File: config.mk
export PLATFORM = sky130hd
export DESIGN_NAME = dmem_bridge
export DESIGN_NICKNAME = d
export VERILOG_FILES = /design/src/rtl/dmem_bridge_pkg.sv /design/src/rtl/dmem_bridge_mem_lane.sv /design/src/rtl/dmem_bridge.sv
export SDC_FILE = /design/constraint.sdc
export NUM_CORES = 1
export LEC_CHECK = 0
export ABC_AREA = 1
export ABC_CLOCK_PERIOD_IN_PS = 3400
export BUFFER_PORTS_ARGS = -buffer_cell sky130_fd_sc_hd__buf_2
export CORE_MARGIN = 5
export CORE_UTILIZATION = 31
export CTS_BUF_LIST = sky130_fd_sc_hd__clkbuf_8
export DETAILED_ROUTE_END_ITERATION = 8
export SYNTH_ARGS = -nofsm -noshare
export SYNTH_HDL_FRONTEND = slang
export SYNTH_SLANG_ARGS = --single-unit
File: constraint.sdc
create_clock -name clk -period 3.4 [get_ports clk]
set_input_delay 0.68 -clock clk [delete_from_list [all_inputs] [get_ports clk]]
set_output_delay 0.68 -clock clk [all_outputs]
set_load 0.05 [all_outputs]
File: src/rtl/dmem_bridge_pkg.sv
// Shared definitions for the data-memory bridge: access size encodings and
// the bus-handshake state machine states.
package dmem_bridge_pkg;

  localparam logic [1:0] SZ_BYTE = 2'b00;
  localparam logic [1:0] SZ_HALF = 2'b01;
  localparam logic [1:0] SZ_WORD = 2'b10;

  typedef enum logic [1:0] {
    IDLE = 2'b00,
    ADDR = 2'b01,
    DATA = 2'b10,
    DONE = 2'b11
  } busStateT;

endpackage

File: src/rtl/dmem_bridge_mem_lane.sv
// Byte-lane steering: replicates store data across the bus word and extracts
// and extends the addressed lane of a load word.
module mem_lane
  import dmem_bridge_pkg::*;
(
  input  logic [1:0]  wrSize,
  input  logic [31:0] wrData,
  input  logic [1:0]  rdSize,
  input  logic        rdSign,
  input  logic [1:0]  rdOffset,
  input  logic [31:0] rdRaw,
  output logic [31:0] laneWdata,
  output logic [31:0] loadData
);

  logic [7:0]  rdByte;
  logic [15:0] rdHalf;

  always_comb begin
    laneWdata = wrData;
    case (wrSize)
      SZ_BYTE: laneWdata = {4{wrData[7:0]}};
      SZ_HALF: laneWdata = {2{wrData[15:0]}};
      default: laneWdata = wrData;
    endcase
  end

  // Size code 11 falls through to the word path on both sides.
  always_comb begin
    rdByte   = rdRaw[7:0];
    rdHalf   = rdOffset[1] ? rdRaw[31:16] : rdRaw[15:0];
    loadData = rdRaw;
    case (rdOffset)
      2'd0:    rdByte = rdRaw[7:0];
      2'd1:    rdByte = rdRaw[15:8];
      2'd2:    rdByte = rdRaw[23:16];
      default: rdByte = rdRaw[31:24];
    endcase
    case (rdSize)
      SZ_BYTE: loadData = {{24{rdSign & rdByte[7]}}, rdByte};
      SZ_HALF: loadData = {{16{rdSign & rdHalf[15]}}, rdHalf};
      default: loadData = rdRaw;
    endcase
  end

endmodule

File: src/rtl/dmem_bridge.sv
// Bridges the M-stage memory access onto an addr_ok/data_ok split bus,
// stalling the pipeline until the single outstanding transaction completes.
module dmem_bridge
  import dmem_bridge_pkg::*;
(
  input  logic        clk,
  input  logic        reset,
  input  logic        memenM,
  input  logic        memwriteM,
  input  logic [1:0]  memsizeM,
  input  logic        memsignM,
  input  logic [31:0] addrM,
  input  logic [31:0] writedataM,
  output logic [31:0] readdataM,
  output logic        stallM,
  output logic        adelM,
  output logic        adesM,
  output logic        data_req,
  output logic        data_wr,
  output logic [1:0]  data_size,
  output logic [31:0] data_addr,
  output logic [31:0] data_wdata,
  input  logic        data_addr_ok,
  input  logic        data_data_ok,
  input  logic [31:0] data_rdata
);

  busStateT    state, nextState;
  logic        misaligned, go;
  logic        ldSign;
  logic [1:0]  ldSize, ldOffset;
  logic [31:0] laneWdata, loadData;

  assign misaligned = ((memsizeM == SZ_HALF) & addrM[0]) | (memsizeM[1] & (addrM[1:0] != 2'b00));
  assign adelM      = memenM & ~memwriteM & misaligned;
  assign adesM      = memenM & memwriteM & misaligned;
  assign go         = memenM & ~misaligned;

  mem_lane uLane (
    .wrSize    (memsizeM),
    .wrData    (writedataM),
    .rdSize    (ldSize),
    .rdSign    (ldSign),
    .rdOffset  (ldOffset),
    .rdRaw     (data_rdata),
    .laneWdata (laneWdata),
    .loadData  (loadData)
  );

  always_ff @(posedge clk or posedge reset) begin
    if (reset) state <= IDLE;
    else       state <= nextState;
  end

  always_comb begin
    nextState = state;
    case (state)
      IDLE:    if (go) nextState = ADDR;
      ADDR:    if (data_addr_ok) nextState = DATA;
      DATA:    if (data_data_ok) nextState = DONE;
      default: nextState = IDLE;
    endcase
  end

  assign data_req = (state == ADDR);
  assign stallM   = ((state == IDLE) & go) | (state == ADDR) | (state == DATA);

  // Bus request fields are only loaded on IDLE->ADDR, so they stay stable while data_req is high.
  always_ff @(posedge clk or posedge reset) begin
    if (reset) begin
      data_wr    <= 1'b0;
      data_size  <= 2'b00;
      data_addr  <= 32'h0;
      data_wdata <= 32'h0;
      ldSign     <= 1'b0;
      ldSize     <= 2'b00;
      ldOffset   <= 2'b00;
      readdataM  <= 32'h0;
    end else begin
      if ((state == IDLE) && go) begin
        data_wr    <= memwriteM;
        data_size  <= memsizeM;
        data_addr  <= addrM;
        data_wdata <= laneWdata;
        ldSign     <= memsignM;
        ldSize     <= memsizeM;
        ldOffset   <= addrM[1:0];
      end
      if ((state == DATA) && data_data_ok && !data_wr) readdataM <= loadData;
    end
  end

endmodule
# After elaboration in Yosys (flattened, before gate mapping)
# Index checks and enable logic that the tools add are counted.
# classes
n_addsub	0
mul	0
div	0
order_cmp	0
n_eq_ne	9
shifts	0
mux	8
n_bitwise	15
reduce_logical	10
# op_table
cell	n
32-bit one-hot mux with 2 select lines	2
8-bit one-hot mux with 3 select lines	1
16-bit two-way mux	1
1-bit AND	10
2-bit by 1-bit equality test with 1-bit output, second input constant	4
2-bit zero test	4
2-bit two-way mux	3
2-bit one-hot mux with 3 select lines	1
2-bit equality test, second input constant	2
2-bit inequality test, second input constant	2
1-bit logical AND	3
1-bit bitwise OR	3
3-bit AND reduction	1
2-bit by 1-bit inequality test with 1-bit output, second input constant	1
1-bit NOT	2
2-bit nonzero test	1
1-bit zero test	1
# word_totals
reg_bits	104
latch_bits	0
ramBits	0
rom_bits	0
in_bits	105
output_inout_bits	103
wordCells	50
n_memories	0

# Depth between registers and ports, before layout
# depth
word_depth	8
mapped_depth	10
mapped_depth_nobuf	9

# Cells and area by module
# From an unflattened synthesis, not the netlist that was laid out.
# hier_totals
hier_cells	693
hier_area_um2	5215.0
# by_module_without_submodules
module	n_inst	cells_per_inst	area_per_inst_um2	seq_area_each_um2
dmem_bridge	1	460	4122.7	2552.4
mem_lane	1	233	1092.3	0.0

# Worst setup path before layout
# Ideal clock, no wire load.
# synth_timing
path_kind	input port to output port
start	input port memsizeM[1]
end	output port adelM
t_arrival_ns	2.172
required_time_ns	2.720
slack_ns	0.548
path_stages	5
n_path_buf	1
path_cell_list	buf_2 nor2_4 nor2_1 nor2_4 nor3_1
# synth_between
elab_chain_len	4
elab_cells_between_ends	5
classes_between	eq/ne: 1; bitwise: 4
# synth_lines
element	line	text
start: declaration	dmem_bridge.sv:10	input logic [1:0] memsizeM,
2-bit by 1-bit equality test with 1-bit output	dmem_bridge.sv:34	assign misaligned = ((memsizeM == SZ_HALF) & addrM[0]) | (memsizeM[1] & (addrM[1:0] != 2'b00));
1-bit AND	dmem_bridge.sv:34	
1-bit bitwise OR (*)	dmem_bridge.sv:34	
1-bit AND (*)	dmem_bridge.sv:35	assign adelM = memenM & ~memwriteM & misaligned;
end: declaration	dmem_bridge.sv:16	output logic adelM,
# Every way passes the cells marked *; elsewhere a longest branch is shown, timed or not.

# Worst setup path in the final report
# layout_timing
start	input port memsizeM[0]
end	output port stallM
# layout_between
elab_chain_len	8
# layout_lines
element	line	text
2-bit by 1-bit equality test with 1-bit output	dmem_bridge.sv:34	
1-bit AND	dmem_bridge.sv:34	
1-bit bitwise OR	dmem_bridge.sv:34	
1-bit NOT	dmem_bridge.sv:37	assign go = memenM & ~misaligned;
1-bit AND	dmem_bridge.sv:37	
1-bit AND	dmem_bridge.sv:66	assign stallM = ((state == IDLE) & go) | (state == ADDR) | (state == DATA);
1-bit bitwise OR (2 in a row)	dmem_bridge.sv:66	
end: declaration	dmem_bridge.sv:15	output logic stallM,
# No other way between the ends.

==> results.md <==
- Peak VDD IR: 0.6204 mV
- Total gr overflow: 0
- Layout Skew: about 11 ps
- Drt total wl: approximately 16 mm
- Critical path required time: about 2700 ps
- Total Die Area: about 18000 µm²
- Adder-cell share of the synthesized area: slightly above 1%
- Clock Pin Slew Worst Setup and Hold Paths: around 110 ps
- Compound-Gate Fraction of Synth Area: about 12%
- Clock Latency Late Sink: 380 ps
- First-pass GRT wire length: between 20 and 25 mm
- Mux cell area share after synthesis: 0%
- FF+latch count, synth: 102
- Total power: around 7 mW
- # IOs: approximately 210
- DRT antenna net count: 0
- Delay-heaviest family, CP: simple AND/OR/NAND/NOR gates
- Largest net degree at the start of global routing: 86
- Crit path kind: in -> out
- Final period util: 71.06%
- CTS sink cnt: just over 100
- CP peak stage delay: approximately 260 ps
- Register area share after synthesis: 52.56%
- Mapped Nets: 740
- H-tree depth: 3
- Setup crit end kind: output port
- HP Class: in -> async
- Synth Cell Area: between 4000 and 5000 µm²
- Leading cell type in the layout, fill and taps excluded: nand2_1
- Port Buffers: about 210
- Vias in the first global route: between 4000 and 5000
- Die Wd: 135.2 µm
- Row count: 45
- Synthesized instance count: ~630
- Layout cells sized above 1: approximately 28%
- Iteration count of the initial detailed-routing pass: 4
- Area Growth Syn to Fin: 28.45%
- DR vias: between 4000 and 5000
- Worst path slowest cell: buf_2
- RSZ-0062 raised after global routing: no
- Final setup fails: 0
- Ys Warns: 0
- Most frequent cells in the layout: 289 x nand2_1, 207 x buf_2, 102 x dfrtp_1
- Max clock buf depth: 2
- Per-cell routed wire length: between 15 and 20 µm
- Total GRT Usage: between 15 and 20%
- Vias per inst: 4.526
- Chip height: 135.2 µm
- Critical path launch point type: input pin
- Hold Vio Cnt, Final: 0
- Final Core Density: 40.88%
- Final instance area: slightly above 6000 µm²
- DRT iter0 DRCs: approximately 220
- Max Fclk: between 0.4 and 0.5 GHz
- Max Slew Vio Count: 0
- XOR/XNOR Fraction of Synth Area: 0%
- Max-cap violations: 0
- Gpl congestion: between 0.8 and 0.9
- CTS root buf: clkbuf_8
- Synth unique cells: 22
- Number of nets in the layout: 930
- Initial antenna violation count: 1
- Avg Inst Size Synth: roughly 7.7 µm²
- Post-CTS sizing: 0
- TNS Setup: 0 ps
- Worst Path Arrival: 1740 ps
- Worst Path Buf+Inv: 2
- # hold bufs at CTS: 0
- Power Dens Cells: 1137 nW/µm²
- Leak pwr: roughly 3.6 nW
- DP Area: 6011 µm²
- Critical path fanouts, max: 9
- Slew @ Worst Pin: between 800 and 900 ps
- Inserted Diodes: 0
- Max_slew headroom: between 40% and 50%
- # Post-CTS Setup Buffers: 0
- Number of remaining DRC errors: 0
- Largest family of logic cells by synthesized area: simple AND/OR/NAND/NOR gates
- Post-synthesis simple-gate area fraction: between 20% and 30%
- Core area: 15260 µm²
- Starting density of the core: a little under a third
- Status: complete, no violations
- Num CTS Buffers: 9
- Minimum clock period: 2416 ps
- Hpwl dp: 11.32 mm
- Critical-path cell list: buf_2, nor2_4, nor2_1, nor2_4, nand3_2, nand3_1, buf_2
- CTS tree: built
==> area by class of cell <==
| type | instances | area (µm²) |
|---|---|---|
| repair buffers | 213 | 1094 |
| clock buffers | 9 | 123.9 |
| multi-input cells | 456 | 1952 |
| inverters | 39 | 148.9 |
| well taps | 211 | 264.0 |
| fillers | 1627 | 9021 |
| clock inverters | 7 | 102.6 |
| flip-flops and latches | 102 | 2552 |
==> state kept, by name, summed over array words and instances, names as in the netlist <==
name        cells
readdataM      32
ldSize          2
data_addr      32
ldSign          1
data_wdata     32
state           2
data_wr         1
==> metal layers <==
metal / wire length [µm] / global-route usage (%) / part of all wire (%)
met1: 6877 / 23.13 / 44
met2: 6998 / 25.97 / 45
met3: 1443 / 5.238 / 9.3
met4: 230 / 5.095 / 1.5
met5: 13 / 0 / 0.084
==> logic make-up (layout without fill, tap and decap cells) <==
kind of cell,count (synthesis),count (layout)
buf+inv,73,268
simple gates,339,339
fa+ha+maj,4,4
flops,102,102
compound gates,113,113
==> Yosys cell counts, drive strengths merged <==
library cell  count  area share [%]
o211ai            7             1.1
nand3            15             1.6
nand2           290              22
o21ai            41             4.2
nor2             31             2.7
o22ai             1            0.13
dfrtp           102              53
buf              22             3.3
clkinv            3            0.23
nor3              3            0.31
ha                4             1.0
a21oi            64             6.6
clkbuf           12            0.93
inv              36             2.8
==> through the flow <==
stage,hold WS (ps),setup slack [ps],cells
6_report,360.8,983.9,1037
3_3_place_gp,458.7,973.1,1021
4_1_cts,369.6,968.7,1037
2_1_floorplan,490.1,44.52,631
3_5_place_dp,460.5,968.1,1021
5_1_grt,408.2,884.6,1037
==> path summary, 6_finish.rpt <==
path / startpoint / end / slack, ps / cells past startpoint
min in group clk: addrM[18] / data_addr[18] / 480 / 3
hold reg to reg: readdataM[8] / readdataM[8] / 490 / 2
setup / recovery: memsizeM[0] / stallM / 980 / 7
max in group asynchronous: reset / readdataM[16] / 2310 / 3
setup reg to reg: data_addr[1] / readdataM[14] / 1250 / 9
hold / removal: reset / data_addr[13] / 360 / 2
==> where the power goes <==
group	switching (mW)	internal [mW]	leakage, nW
Combinational	3.13	0.905	2.19
Sequential	0.414	1.78	1.26
Clock	0.499	0.367	0.113
Total	4.04	3.05	3.56
Power figures use the tool's default switching activity.
